`config.mk`:
```
export PLATFORM = sky130hd
export DESIGN_NAME = crashlog_nmi_sequencer
export DESIGN_NICKNAME = d
export VERILOG_FILES = /design/src/rtl/crashlog_seq_pkg.sv /design/src/rtl/seq_down_counter.sv /design/src/rtl/crashlog_nmi_sequencer.sv
export SDC_FILE = /design/constraint.sdc
export NUM_CORES = 1
export LEC_CHECK = 0
export ABC_AREA = 0
export ABC_CLOCK_PERIOD_IN_PS = 5200
export CAP_MARGIN = 30
export CORE_MARGIN = 3
export CORE_UTILIZATION = 30
export DETAILED_ROUTE_END_ITERATION = 12
export GPL_ROUTABILITY_DRIVEN = 1
export MAX_ROUTING_LAYER = met4
export PLACE_DENSITY_LB_ADDON = 0.08
export SETUP_SLACK_MARGIN = 0.05
export SYNTH_ARGS = -nofsm -noshare
export SYNTH_HDL_FRONTEND = slang
export SYNTH_SLANG_ARGS = --single-unit
```
`constraint.sdc`:
```
create_clock -name iClk -period 5.2 [get_ports iClk]
set_input_delay 1.56 -clock iClk [delete_from_list [all_inputs] [get_ports iClk]]
set_output_delay 1.56 -clock iClk [all_outputs]
set_load 0.02 [all_outputs]
```
`src/rtl/crashlog_seq_pkg.sv`:
```
// Shared encodings for the crashlog/NMI sequencer: trigger FSM states,
// trigger source codes and the bit layout of the pending/sticky vectors.
package crashlog_seq_pkg;

    typedef enum logic [1:0] {
        ST_IDLE   = 2'd0,
        ST_ASSERT = 2'd1,
        ST_GAP    = 2'd2
    } trig_state_e;

    typedef enum logic [1:0] {
        SRC_NONE   = 2'd0,
        SRC_GLB    = 2'd1,
        SRC_CATERR = 2'd2,
        SRC_BMC    = 2'd3
    } trig_src_e;

    // Pending and sticky vectors share this layout: {BMC, CATERR, GLB}
    localparam int STICKY_GLB    = 0;
    localparam int STICKY_CATERR = 1;
    localparam int STICKY_BMC    = 2;

    function automatic logic [2:0] grantMask(input logic [2:0] pend);
        logic [2:0] mask;
        mask = 3'b000;
        if (pend[STICKY_GLB])         mask[STICKY_GLB]    = 1'b1;
        else if (pend[STICKY_CATERR]) mask[STICKY_CATERR] = 1'b1;
        else if (pend[STICKY_BMC])    mask[STICKY_BMC]    = 1'b1;
        return mask;
    endfunction

    function automatic trig_src_e maskToSource(input logic [2:0] mask);
        trig_src_e src;
        case (mask)
            3'b001:  src = SRC_GLB;
            3'b010:  src = SRC_CATERR;
            3'b100:  src = SRC_BMC;
            default: src = SRC_NONE;
        endcase
        return src;
    endfunction

endpackage

```
`src/rtl/seq_down_counter.sv`:
```
// Loadable down-counter with a zero flag; load wins over decrement and the
// count saturates at zero so it can never wrap.
module seq_down_counter #(
    parameter int          CNT_W   = 10,
    parameter int unsigned RST_VAL = 0
) (
    input  logic             clk_i,
    input  logic             rst_i,
    input  logic             load_i,
    input  logic [CNT_W-1:0] loadVal_i,
    input  logic             dec_i,
    output logic             zero_o
);

    logic [CNT_W-1:0] count_q;
    logic [CNT_W-1:0] count_d;

    always_comb begin
        count_d = count_q;
        if (load_i) begin
            count_d = loadVal_i;
        end else if (dec_i && (count_q != '0)) begin
            count_d = count_q - 1'b1;
        end
    end

    always_ff @(posedge clk_i) begin
        if (rst_i) begin
            count_q <= CNT_W'(RST_VAL);
        end else begin
            count_q <= count_d;
        end
    end

    assign zero_o = (count_q == '0);

endmodule

```
`src/rtl/crashlog_nmi_sequencer.sv`:
```
// Crashlog trigger arbiter, BMC NMI router/stretcher and CATERR filter.
// Optional delayed CATERR output is built when CATERR_DLY_EN is defined.
module crashlog_nmi_sequencer
    import crashlog_seq_pkg::*;
#(
    parameter int TRIG_PULSE_CYC = 8,
    parameter int TRIG_GAP_CYC   = 4,
    parameter int NMI_PULSE_CYC  = 4,
    parameter int CATERR_DLY_CYC = 1000,
    parameter int CNT_W          = 10
) (
    input  logic       iClk,
    input  logic       iRst,
    input  logic       iCpuCatErr_n,
    input  logic       iCatErrFilterEvent,
    input  logic       iFmBmcCrashLogTrig_n,
    input  logic       iFmGlbRstWarn_n,
    input  logic       iIrqBmcCpuNmi,
    input  logic       iBmcNmiPchEna,
    input  logic       iClrSts,
    output logic       oCpuCatErr_n,
    output logic       oFmPchCrashlogTrig_n,
    output logic [1:0] oTrigSrc,
    output logic [2:0] oSrcSticky,
    output logic       oCpuNmi,
    output logic       oIrqBmcPchNmi,
    output logic       oCpuCatErrDly_n
);

    if (((1 << CNT_W) <= TRIG_PULSE_CYC) || ((1 << CNT_W) <= TRIG_GAP_CYC) ||
        ((1 << CNT_W) <= NMI_PULSE_CYC)  || ((1 << CNT_W) <= CATERR_DLY_CYC)) begin : gCntWidthCheck
        $error("CNT_W too narrow for the configured cycle counts");
    end

    logic       wCatErr_n;
    logic [2:0] srcCur;
    logic [2:0] fallEdge;
    logic       nmiRise;

    logic       catErr_q;
    logic [2:0] srcPrev_q;
    logic       nmiPrev_q;
    logic       armed_q;

    assign wCatErr_n = iCatErrFilterEvent ? iCpuCatErr_n : 1'b1;
    assign srcCur    = {iFmBmcCrashLogTrig_n, wCatErr_n, iFmGlbRstWarn_n};

    // armed_q holds off edge detection for one cycle after reset so that a
    // level held through reset is absorbed into history instead of firing
    assign fallEdge = armed_q ? (srcPrev_q & ~srcCur) : 3'b000;
    assign nmiRise  = armed_q & iIrqBmcCpuNmi & ~nmiPrev_q;

    always_ff @(posedge iClk) begin
        if (iRst) begin
            catErr_q  <= 1'b1;
            srcPrev_q <= 3'b111;
            nmiPrev_q <= 1'b0;
            armed_q   <= 1'b0;
        end else begin
            catErr_q  <= wCatErr_n;
            srcPrev_q <= srcCur;
            nmiPrev_q <= iIrqBmcCpuNmi;
            armed_q   <= 1'b1;
        end
    end

    assign oCpuCatErr_n = catErr_q;

    trig_state_e      state_q, state_d;
    logic [2:0]       pending_q, pending_d;
    logic             trigN_q, trigN_d;
    trig_src_e        trigSrc_q, trigSrc_d;
    logic [2:0]       sticky_q, sticky_d;
    logic [2:0]       gMask;
    logic             trigLoad;
    logic [CNT_W-1:0] trigLoadVal;
    logic             trigDec;
    logic             trigZero;

    assign gMask = grantMask(pending_q);

    // A new edge on the source being granted stays pending, as does a
    // sticky set that coincides with a clear
    always_comb begin
        state_d     = state_q;
        pending_d   = (pending_q | fallEdge);
        trigN_d     = trigN_q;
        trigSrc_d   = trigSrc_q;
        sticky_d    = iClrSts ? 3'b000 : sticky_q;
        trigLoad    = 1'b0;
        trigLoadVal = '0;
        trigDec     = 1'b0;
        case (state_q)
            ST_IDLE: begin
                if (pending_q != 3'b000) begin
                    state_d     = ST_ASSERT;
                    pending_d   = (pending_q & ~gMask) | fallEdge;
                    trigN_d     = 1'b0;
                    trigSrc_d   = maskToSource(gMask);
                    sticky_d    = sticky_d | gMask;
                    trigLoad    = 1'b1;
                    trigLoadVal = CNT_W'(TRIG_PULSE_CYC - 1);
                end
            end
            ST_ASSERT: begin
                if (trigZero) begin
                    state_d     = ST_GAP;
                    trigN_d     = 1'b1;
                    trigSrc_d   = SRC_NONE;
                    trigLoad    = 1'b1;
                    trigLoadVal = CNT_W'(TRIG_GAP_CYC - 1);
                end else begin
                    trigDec = 1'b1;
                end
            end
            ST_GAP: begin
                if (trigZero) begin
                    state_d = ST_IDLE;
                end else begin
                    trigDec = 1'b1;
                end
            end
            default: begin
                state_d = ST_IDLE;
            end
        endcase
    end

    always_ff @(posedge iClk) begin
        if (iRst) begin
            state_q   <= ST_IDLE;
            pending_q <= 3'b000;
            trigN_q   <= 1'b1;
            trigSrc_q <= SRC_NONE;
            sticky_q  <= 3'b000;
        end else begin
            state_q   <= state_d;
            pending_q <= pending_d;
            trigN_q   <= trigN_d;
            trigSrc_q <= trigSrc_d;
            sticky_q  <= sticky_d;
        end
    end

    seq_down_counter #(.CNT_W(CNT_W)) uTrigCnt (
        .clk_i     (iClk),
        .rst_i     (iRst),
        .load_i    (trigLoad),
        .loadVal_i (trigLoadVal),
        .dec_i     (trigDec),
        .zero_o    (trigZero)
    );

    assign oFmPchCrashlogTrig_n = trigN_q;
    assign oTrigSrc             = trigSrc_q;
    assign oSrcSticky           = sticky_q;

    logic nmiActive_q;
    logic nmiSel_q;
    logic nmiLoad;
    logic nmiZero;

    // The route is latched at the start of a pulse and edges seen while a
    // pulse is running are discarded
    assign nmiLoad = nmiRise & ~nmiActive_q;

    always_ff @(posedge iClk) begin
        if (iRst) begin
            nmiActive_q <= 1'b0;
            nmiSel_q    <= 1'b0;
        end else if (nmiLoad) begin
            nmiActive_q <= 1'b1;
            nmiSel_q    <= iBmcNmiPchEna;
        end else if (nmiActive_q && nmiZero) begin
            nmiActive_q <= 1'b0;
        end
    end

    seq_down_counter #(.CNT_W(CNT_W)) uNmiCnt (
        .clk_i     (iClk),
        .rst_i     (iRst),
        .load_i    (nmiLoad),
        .loadVal_i (CNT_W'(NMI_PULSE_CYC - 1)),
        .dec_i     (nmiActive_q),
        .zero_o    (nmiZero)
    );

    assign oCpuNmi       = nmiActive_q & ~nmiSel_q;
    assign oIrqBmcPchNmi = nmiActive_q &  nmiSel_q;

`ifdef CATERR_DLY_EN
    logic dlyZero;
    logic catErrDly_q;

    // The counter is held at its full preload while CATERR is inactive, so
    // the output only asserts after an unbroken low of CATERR_DLY_CYC cycles
    seq_down_counter #(.CNT_W(CNT_W), .RST_VAL(CATERR_DLY_CYC - 1)) uDlyCnt (
        .clk_i     (iClk),
        .rst_i     (iRst),
        .load_i    (wCatErr_n),
        .loadVal_i (CNT_W'(CATERR_DLY_CYC - 1)),
        .dec_i     (~wCatErr_n),
        .zero_o    (dlyZero)
    );

    always_ff @(posedge iClk) begin
        if (iRst) begin
            catErrDly_q <= 1'b1;
        end else begin
            catErrDly_q <= wCatErr_n | ~dlyZero;
        end
    end

    assign oCpuCatErrDly_n = catErrDly_q;
`else
    assign oCpuCatErrDly_n = 1'b1;
`endif

endmodule
```
# --- Word-level counts from Yosys, hierarchy flattened ---
# Index checks and enable logic that the tools add are counted.
op_classes:
  add_sub_neg: 2
  n_eq_ne: 8
  muxes: 37
  bitwise: 15
  reduce_logical: 17
op_table:
  columns: ["operator", "n"]
  rows:
  - ["2-to-1 mux 3 bit", 7]
  - ["logical NOT 10 bit", 2]
  - ["2-to-1 mux 10 bit", 2]
  - ["nonzero test 10 bit", 2]
  - ["subtractor 10 x 1 -> 10 bit, second input constant", 2]
  - ["2-to-1 mux 2 bit", 8]
  - ["2-to-1 mux 1 bit", 14]
  - ["one-hot mux 2 bit (3 select lines)", 2]
  - ["bitwise OR 3 bit", 3]
  - ["nonzero test 2 bit", 4]
  - ["AND 3 bit", 2]
  - ["!= test 2 bit, second input constant", 3]
  - ["NOT 3 bit", 2]
  - ["one-hot mux 3 bit (2 select lines)", 1]
  - ["AND reduction 3 bit", 2]
  - ["AND 1 bit", 5]
  - ["one-hot mux 1 bit (2 select lines)", 2]
  - ["one-hot mux 2 bit (2 select lines)", 1]
  - ["OR reduction 2 bit", 2]
  - ["equality test 3 x 1 -> 1 bit, second input constant", 1]
  - ["equality test 3 x 2 -> 1 bit, second input constant", 1]
  - ["equality test 3 bit, second input constant", 1]
  - ["logical AND 1 bit", 3]
  - ["NOT 1 bit", 3]
  - ["other kinds (4)", 4]
totals:
  regBits: 39
  out_inout_bits: 10
  word_cells: 93

# --- Logic depth before layout (Yosys ltp) ---
# Gate-level depths: netlist of run 1.
logic_depth:
  depth_word: 8
  depth_mapped: 7
  mapped_depth_nobuf: 6

# --- Modules after synthesis ---
# From an unflattened synthesis of run 1, not the netlist that was laid out.
hier_totals:
  hier_cells: 228
  hier_area_um2: 2037.0
by_module_without_submodules:
  columns: ["module", "n_inst", "cells_per_inst", "area_per_inst_um2", "seq_area_each_um2"]
  rows:
  - ["seq_down_counter", 2, 72, 626.9, 200.2]
  - ["crashlog_nmi_sequencer", 1, 84, 783.3, 360.3]

# --- Worst setup path before layout of run 1 ---
# OpenSTA, ideal clock, no wires.
synth_path:
  kind: "input-to-reg"
  start: "in iIrqBmcCpuNmi"
  end: "reg uNmiCnt.count_q[2]"
  setup_time_ns: 0.122
  arrival_time_ns: 2.561
  t_required_ns: 5.078
  setup_slack_ns: 2.517
  cell_stages: 4
  path_buffers: 1
  cell_sequence: "nor4bb_1 -> or2_2 -> clkbuf_1 -> nor2_1"
synth_via:
  elab_chain_len: 4
synth_rtl:
  columns: ["element", "line_no", "source"]
  rows:
  - ["from (decl)", "crashlog_nmi_sequencer.sv:18", "input logic iIrqBmcCpuNmi,"]
  - ["AND 1 bit (2 in a row)", "crashlog_nmi_sequencer.sv:51", "assign nmiRise = armed_q & iIrqBmcCpuNmi & ~nmiPrev_q;"]
  - ["AND 1 bit", "crashlog_nmi_sequencer.sv:165", "assign nmiLoad = nmiRise & ~nmiActive_q;"]
  - ["OR reduction 2 bit (no line)", null, null]
  - ["to (signal assigned)", "seq_down_counter.sv:29", "count_q <= CNT_W'(RST_VAL);"]
  - ["to (signal assigned)", "seq_down_counter.sv:31", "count_q <= count_d;"]
  - ["to (decl)", "seq_down_counter.sv:15", "logic [CNT_W-1:0] count_q;"]
# Every way passes these cells.
# A chain may end at the register's enable or synchronous reset.

==> flow_summary.ini, run 1 <==
[outcome]
status = complete, no violations

[grt]
overflow = 0
antenna_found_initial = 0
grt_pass1_vias = 1531
grt_max_degree = 24
track_usage_pct = 12.7
grt_pass1_wl_um = 7040

[logic_synthesis]
muxShareOfSynthArea_pct = 1.12
synthAdderAreaFrac_pct = 4.19
syn_area_um2 = 1790
synth_area_leaders = dfxtp_1, a21oi_1, ha_1
synth_edf_count = 0
synth_warnings = 0
ys_ff_latch = 38
synth-xor-area-share_pct = 1.96
seq_area_frac_synth_pct = 42.5
syn_nets = 219
synth.distinct_cells = 42
synth_top_family_by_area = simple AND/OR/NAND/NOR gates
synth_ff_type = dfxtp_1
synth-compound-area-share_pct = 20.1
synth_async_sr_flop_share_pct = 0
syn_avg_cell_area_um2 = 8.78
synth_simple_gate_area_share_pct = 26.5
synth_top_area_cell = dfxtp_1
synthCells = 204
synth_top_area_share_pct = 42.5

[clock_tree]
cts_buffers = 5
cts_tree = built
cts.sinks = 38
cts_resized = 0
htree_num_levels = 2
clkTransAtPathRegs_ns = 0.08
clock_latency_ns = 0.29
ctsRootBufferMaster = clkbuf_8
postCtsHoldBufs = 0
post_cts_buffers = 0
ctsLongestPathBuffers = 2

[place]
dpl.hpwl_um = 2990
routabilityCongestion = 0.867
pre_cts_slack_ns = 1.78
port-buffer-count = 17

[finish]
syn_to_final_growth_pct = 19.4
layout-drive-gt1-share_pct = 6.73
filler_cell_count = 569
final_common_cell = dfxtp_1
utilization_pct = 37.9
multi_input_area_um2 = 968
seqCellArea_um2 = 761
diodes = 0
layout.nets = 237
layout_common_cells = dfxtp_1, a21oi_1, nor2_1, clkdlybuf4s50_1

[die]
ios = 19
die_h_um = 83.3
rows = 27
start_util_pct = 31.7
die_area_um2 = 6930
die_w_um = 83.3
design.core.area_um2 = 5640

[sta]
hold_viol_final = 0
min_period_over_period_pct = 59.2
setup_viol = 0
worst_pin_slew_ns = 0.867
rsz0062_at_grt = false
min_period_ns = 3.08
fin_skew_ns = 0.00663
finalWorstSetupSlack_ns = 2.12
finalSetupTns_ns = 0
hold-worst-slack_ns = 0.478
fmax_ghz = 0.325
max-slew-margin-rel_pct = 41.4
drv_slew = 0

[routing]
wl_per_cell_um = 13.8
postRouteAntennaNets = 0
dr.pass1.iters = 4
routed_via_density = 5.31
drt-initial-drc-count = 111
vias = 1567
drc_errors = 0
totalWireLength_um = 4080

[setup_path]
critical_path.endpoint_type = flop
rrSetupSlack_ns = 2.89
cp.required_ns = 5.37
arrival_ns = 3.25
reg2reg_depth = 6
worst-setup-path-type = in2reg
cp_max_fo = 23
start_kind = primary input

[pwr]
leakagePower_nw = 0.762
powerDensity_nw_per_um2 = 360
irDropWorstVdd_v = 0.000168

[hold_path]
hold_class = reg2reg
whs_path_depth = 2

[job]
cap_violations = 0
==> sequential cells by signal, summed over array words and instances (netlist names), 2 cells and up <==
register	count
oSrcSticky	3
uTrigCnt.count_q	10
srcPrev_q	3
oTrigSrc	2
uNmiCnt.count_q	10
state_q	2
pending_q	3
==> critical path, stage by stage <==
cell	delay, ns
clkdlybuf4s50_1	1.01
inv_1	0.28
nand3_1	0.31
nor2_1	0.08
==> routing by layer <==
metal | GRT usage, % | wire length [µm]
met3 | 4.37 | 184
met1 | 15.0 | 1910
met5 | - | 0
met4 | 3.57 | 29
met2 | 20.6 | 1960
==> metrics by stage <==
stage               instances  power [W]  area (µm²)
floorplan                 204   0.000468        1790
global placement          287   0.000514        2020
detailed placement        287   0.000520        2020
CTS                       295   0.000775        2140
global route              295   0.000818        2140
finish                    295   0.000769        2140
==> where the power goes <==
part	internal [W]	leakage, nW	switching, W
clock network	0.000143	0.0504	0.000111
registers	0.000313	0.310	0.0000215
logic	0.0000735	0.401	0.000107
==> synthesized netlist by cell type (6+ instances only) <==
| library cell | instances |
|---|---|
| nand2_1 | 8 |
| a21oi_1 | 22 |
| o31ai_1 | 6 |
| o21ai_0 | 10 |
| or4_1 | 9 |
| or3_1 | 10 |
| nor2b_1 | 7 |
| dfxtp_1 | 38 |
| ha_1 | 6 |
| inv_1 | 9 |
| nor2_1 | 17 |
==> cells by family after synthesis <==
| logic type | Yosys count |
|---|---|
| AO/OA/AOI/OAI | 57 |
| XOR/XNOR | 4 |
| adder cells (fa/ha/maj) | 6 |
| buffers and inverters | 15 |
| flip-flops | 38 |
| multiplexers | 2 |
| other | 1 |
| AND/OR/NAND/NOR | 81 |
==> path summary, 6_finish.rpt <==
kind                                                    endpoint                             start
worst min-delay path                    oSrcSticky[0]$_SDFF_PP0_          oSrcSticky[0]$_SDFF_PP0_
worst min register to register          oSrcSticky[0]$_SDFF_PP0_          oSrcSticky[0]$_SDFF_PP0_
worst max-delay path            uTrigCnt.count_q[6]$_SDFFE_PP0P_                              iRst
worst max register to register          oTrigSrc[0]$_SDFFE_PP0P_  uTrigCnt.count_q[0]$_SDFFE_PP0P_
==> final cells by class <==
type / count / area share (%)
inverters: 9 / 1.58
flip-flops and latches: 38 / 35.6
multi-input cells: 151 / 45.3
well taps: 72 / 4.22
clock inverters: 3 / 2.11
repair buffers: 17 / 7.96
clock buffers: 5 / 3.22
Power figures use the tool's default switching activity.
==> run 2: changes to the inputs <==
--- a/config.mk
+++ b/config.mk
@@ -6,7 +6,7 @@
 export NUM_CORES = 1
 export LEC_CHECK = 0
 export ABC_AREA = 0
-export ABC_CLOCK_PERIOD_IN_PS = 5200
+export ABC_CLOCK_PERIOD_IN_PS = 2750
 export CAP_MARGIN = 30
 export CORE_MARGIN = 3
 export CORE_UTILIZATION = 30
==> constraint.sdc (replaced) <==
create_clock -name iClk -period 2.75 [get_ports iClk]
set_input_delay 0.825 -clock iClk [delete_from_list [all_inputs] [get_ports iClk]]
set_output_delay 0.825 -clock iClk [all_outputs]
set_load 0.02 [all_outputs]
==> run 2 against run 1 <==
Worst setup slack got worse by 1.7 ns. Clock skew about the same. Non-clock buffer count increased by 6. Sequential power increased by 89%. First-iteration DRC count decreased by 31%. Die area unchanged. Final area increased by 1.9%. Via count increased by 1.0%. Combinational power increased by 96%. Count of clock-buffer cells in the layout unchanged. Power increased by 89%.
==> flow_summary.ini, run 2 (synthesis results as in run 1) <==
[die]
start_util_pct = 31.7
design.core.area_um2 = 5640
rows = 27
die_w_um = 83.3
die_area_um2 = 6930
ios = 19
die_h_um = 83.3

[sta]
finalWorstSetupSlack_ns = 0.431
hold-worst-slack_ns = 0.473
fmax_ghz = 0.431
drv_slew = 0
rsz0062_at_grt = false
setup_viol = 0
hold_viol_final = 0
min_period_ns = 2.32
max-slew-margin-rel_pct = 53.6
finalSetupTns_ns = 0
fin_skew_ns = 0.00640
min_period_over_period_pct = 84.3
worst_pin_slew_ns = 0.694

[hold_path]
hold_class = reg2reg
hp-start = oSrcSticky[0]$_SDFF_PP0_
whs_path_depth = 2
worstHoldEndpoint = oSrcSticky[0]$_SDFF_PP0_

[clock_tree]
postCtsHoldBufs = 0
htree_num_levels = 2
cts.sinks = 38
cts_buffers = 5
ctsLongestPathBuffers = 2
ctsRootBufferMaster = clkbuf_8
clkTransAtPathRegs_ns = 0.08
cts_tree = built
post_cts_buffers = 0
cts_resized = 0
clock_latency_ns = 0.28

[place]
dp.cells = 293
port-buffer-count = 17
pre_cts_slack_ns = 0.587
routabilityCongestion = 0.859
dpl.hpwl_um = 2950

[grt]
track_usage_pct = 12.7
use_met3_pct = 2.98
grt_max_degree = 20
busiest_layer = met2
grt_use_met2_pct = 19.2
overflow = 0
antenna_found_initial = 0
grt_use_met1_pct = 16.8
grt_pass1_vias = 1504
grt_pass1_wl_um = 7110

[setup_path]
reg2reg_depth = 6
start_kind = flop
rrSetupSlack_ns = 0.53
worst_r2r_endpoint = oTrigSrc[0]$_SDFFE_PP0P_
cp_max_fo = 7
cp.required_ns = 1.93
critical_path.endpoint_type = output pin
worst-setup-path-type = reg2out
arrival_ns = 1.49
regToRegStartpoint = uTrigCnt.count_q[0]$_SDFFE_PP0P_

[finish]
layout.nets = 243
layout-drive-gt1-share_pct = 9.17
filler_cell_count = 571
layout_common_cells = dfxtp_1, a21oi_1, nor2_1, clkdlybuf4s50_1
syn_to_final_growth_pct = 21.6
final_common_cell = dfxtp_1
largestRegisters = uNmiCnt.count_q x10, uTrigCnt.count_q x10
multi_input_area_um2 = 968
seqCellArea_um2 = 761
final-instance-count-excl-fill = 301
diodes = 0

[routing]
drc_errors = 0
vias = 1583
dr.pass1.iters = 4
drt-initial-drc-count = 77
routed_via_density = 5.26
totalWireLength_um = 4130
postRouteAntennaNets = 0
wl_per_cell_um = 13.7

[outcome]
status = complete, no violations

[pwr]
p_clk_share_pct = 32.1
leakagePower_nw = 0.797
pwr-share-seq_pct = 43.6
p_switching_w = 0.000443
p_int_w = 0.00101
switching_share_pct = 30.5
p_total_w = 0.00145
pwr-share-comb_pct = 24.3
irDropWorstVdd_v = 0.000413
powerDensity_nw_per_um2 = 667

[job]
cap_violations = 0
==> run 2: power groups by stage <==
stage	clock (W)	combinational (W)	sequential [W]
6_report	0.000466	0.000353	0.000633
5_1_grt	0.000511	0.000394	0.000641
4_1_cts	0.000482	0.000352	0.000631
3_5_place_dp	0	0.000350	0.000644
3_3_place_gp	0	0.000343	0.000641
2_1_floorplan	0	0.000241	0.000643
==> run 2: layout make-up <==
class | instances | area share (%)
clock buffer | 5 | 3.16
inverter | 9 | 1.55
clock inverter | 3 | 1.84
timing repair buffer | 23 | 9.89
sequential | 38 | 34.9
multi-input combinational | 151 | 44.5
tap | 72 | 4.14
==> run 2: stage by stage <==
step / utilization (%) / cell area, µm²
global placement: 36.7 / 2070
floorplan: - / 1790
detailed placement: 36.7 / 2070
finish: 38.6 / 2180
CTS: 38.6 / 2180
global route: 38.6 / 2180
==> run 2: routing by layer <==
layer	vias up	wire length, µm
li1	798	-
met2	29	1960
met1	754	2000
met4	0	23
met5	-	0
met3	2	147
==> run 2: critical path, stage by stage, from the launching register on <==
cell             delay [ns]
dfxtp_1                0.45
nor2b_1                0.16
clkdlybuf4s50_1        0.61
==> run 2: how the worst max path moves through the flow <==
stage,startpoint,end,depth (start not counted)
after floorplan,iIrqBmcCpuNmi,uNmiCnt.count_q[2]$_SDFFE_PP0P_,4
after global placement,iIrqBmcCpuNmi,uNmiCnt.count_q[5]$_SDFFE_PP0P_,5
after detailed placement,iIrqBmcCpuNmi,uNmiCnt.count_q[5]$_SDFFE_PP0P_,5
after CTS,nmiActive_q$_SDFFE_PP0P_,oCpuNmi,2
after global routing,nmiActive_q$_SDFFE_PP0P_,oIrqBmcPchNmi,2
final,nmiActive_q$_SDFFE_PP0P_,oCpuNmi,2
==> run 3: changes to the inputs <==
--- a/config.mk
+++ b/config.mk
@@ -6,7 +6,7 @@
 export NUM_CORES = 1
 export LEC_CHECK = 0
 export ABC_AREA = 0
-export ABC_CLOCK_PERIOD_IN_PS = 2750
+export ABC_CLOCK_PERIOD_IN_PS = 2400
 export CAP_MARGIN = 30
 export CORE_MARGIN = 3
 export CORE_UTILIZATION = 30
==> constraint.sdc (replaced) <==
create_clock -name iClk -period 2.4 [get_ports iClk]
set_input_delay 0.72 -clock iClk [delete_from_list [all_inputs] [get_ports iClk]]
set_output_delay 0.72 -clock iClk [all_outputs]
set_load 0.02 [all_outputs]
==> run 3 against run 2 <==
Highest routed layer unchanged. Final area up 1.3%. Sequential cell count unchanged. Register-to-register slack worse by 0.23 ns. Largest power group unchanged. Largest cell class unchanged.
==> flow_summary.ini, run 3 (synthesis results as in run 1) <==
[die]
start_util_pct = 31.7
die_w_um = 83.3
rows = 27
die_area_um2 = 6930
design.core.area_um2 = 5640
ios = 19
die_h_um = 83.3

[grt]
overflow = 0
grt_pass1_vias = 1522
antenna_found_initial = 0
grt_pass1_wl_um = 6850
track_usage_pct = 12.5
grt_max_degree = 20

[routing]
totalWireLength_um = 4120
drc_errors = 0
postRouteAntennaNets = 0
routed_via_density = 5.28
dr.pass1.iters = 4
drt-initial-drc-count = 98
vias = 1589
wl_per_cell_um = 13.7

[clock_tree]
post_cts_buffers = 0
ctsLongestPathBuffers = 2
clkTransAtPathRegs_ns = 0.08
ctsRootBufferMaster = clkbuf_8
cts_tree = built
clock_latency_ns = 0.29
htree_num_levels = 2
cts_buffers = 5
cts.sinks = 38
postCtsHoldBufs = 0
cts_resized = 0

[sta]
hold-worst-slack_ns = 0.473
worst_pin_slew_ns = 0.607
fmax_ghz = 0.444
hold_viol_final = 0
min_period_ns = 2.25
min_period_over_period_pct = 93.9
drv_slew = 0
fin_skew_ns = 0.00789
rsz0062_at_grt = false
finalWorstSetupSlack_ns = 0.147
max-slew-margin-rel_pct = 59.2
finalSetupTns_ns = 0
setup_viol = 0

[pwr]
irDropWorstVdd_v = 0.000313
powerDensity_nw_per_um2 = 811
p_total_w = 0.00179
leakagePower_nw = 0.808

[finish]
syn_to_final_growth_pct = 23.2
fin_area_um2 = 2210
layout-drive-gt1-share_pct = 9.17
diodes = 0
layout_common_cells = dfxtp_1, a21oi_1, nor2_1, clkdlybuf4s50_1
layout.nets = 243
final_common_cell = dfxtp_1
largestRegisters = uNmiCnt.count_q x10, uTrigCnt.count_q x10

[place]
port-buffer-count = 17
dpl.hpwl_um = 3050
pre_cts_slack_ns = 0.313
routabilityCongestion = 0.857
post_dp_cell_area_um2 = 2070

[hold_path]
hold_class = reg2reg
whs_path_depth = 2

[job]
cap_violations = 0

[setup_path]
worst-setup-path-type = reg2out
critical_path.endpoint_type = output pin
cp.required_ns = 1.68
arrival_ns = 1.53
rrSetupSlack_ns = 0.30
reg2reg_depth = 7
start_kind = flop
cp_max_fo = 7

[outcome]
status = complete, no violations
run 3: changes by cell type in the layout (fill, tap and decap cells not counted):
cell       before  now
bufinv_16       1    2
clkinv_2        2    0
clkinv_4        0    1
run 3: final timing paths:
check	from	end
setup / recovery	nmiActive_q$_SDFFE_PP0P_	oCpuNmi
hold / removal	srcPrev_q[0]$_SDFF_PP1_	pending_q[0]$_SDFF_PP0_
setup reg to reg	uTrigCnt.count_q[0]$_SDFFE_PP0P_	uTrigCnt.count_q[9]$_SDFFE_PP0P_
hold reg to reg	srcPrev_q[0]$_SDFF_PP1_	pending_q[0]$_SDFF_PP0_
run 3: area by class of cell:
type,instances,area (µm²)
fill,557,3440
multi-input combinational,151,968
sequential,38,761
timing repair buffer,23,215
tap,72,90.1
clock buffer,5,68.8
clock inverter,3,68.8
inverter,9,33.8
run 3: routing by layer:
layer | vias up | global-route usage (%) | wire length (µm) | part of all wire (%)
met5 | - | - | 0 | 0
met3 | 10 | 3.87 | 163 | 4.0
met1 | 739 | 14.7 | 1960 | 48
li1 | 805 | - | - | -
met2 | 35 | 19.8 | 1920 | 47
met4 | 0 | 4.90 | 70 | 1.7
run 3: metrics by stage:
stage | cells | util, %
final | 301 | 39.1
after global routing | 301 | 39.1
after CTS | 301 | 39.1
after detailed placement | 293 | 36.7
after global placement | 293 | 36.7
after floorplan | 204 | -
run 3: power breakdown:
group | leakage [nW] | switching, W | total [W] | internal (W)
Clock | 0.0683 | 0.000232 | 0.000649 | 0.000416
Combinational | 0.430 | 0.000238 | 0.000416 | 0.000178
Sequential | 0.310 | 0.0000453 | 0.000725 | 0.000679
Total | 0.808 | 0.000515 | 0.00179 | 0.00127
run 3: worst max-delay path, cell delays in order, from the launching register on:
cell,delay [ns]
dfxtp_1,0.47
nor2b_1,0.17
clkdlybuf4s50_1,0.61
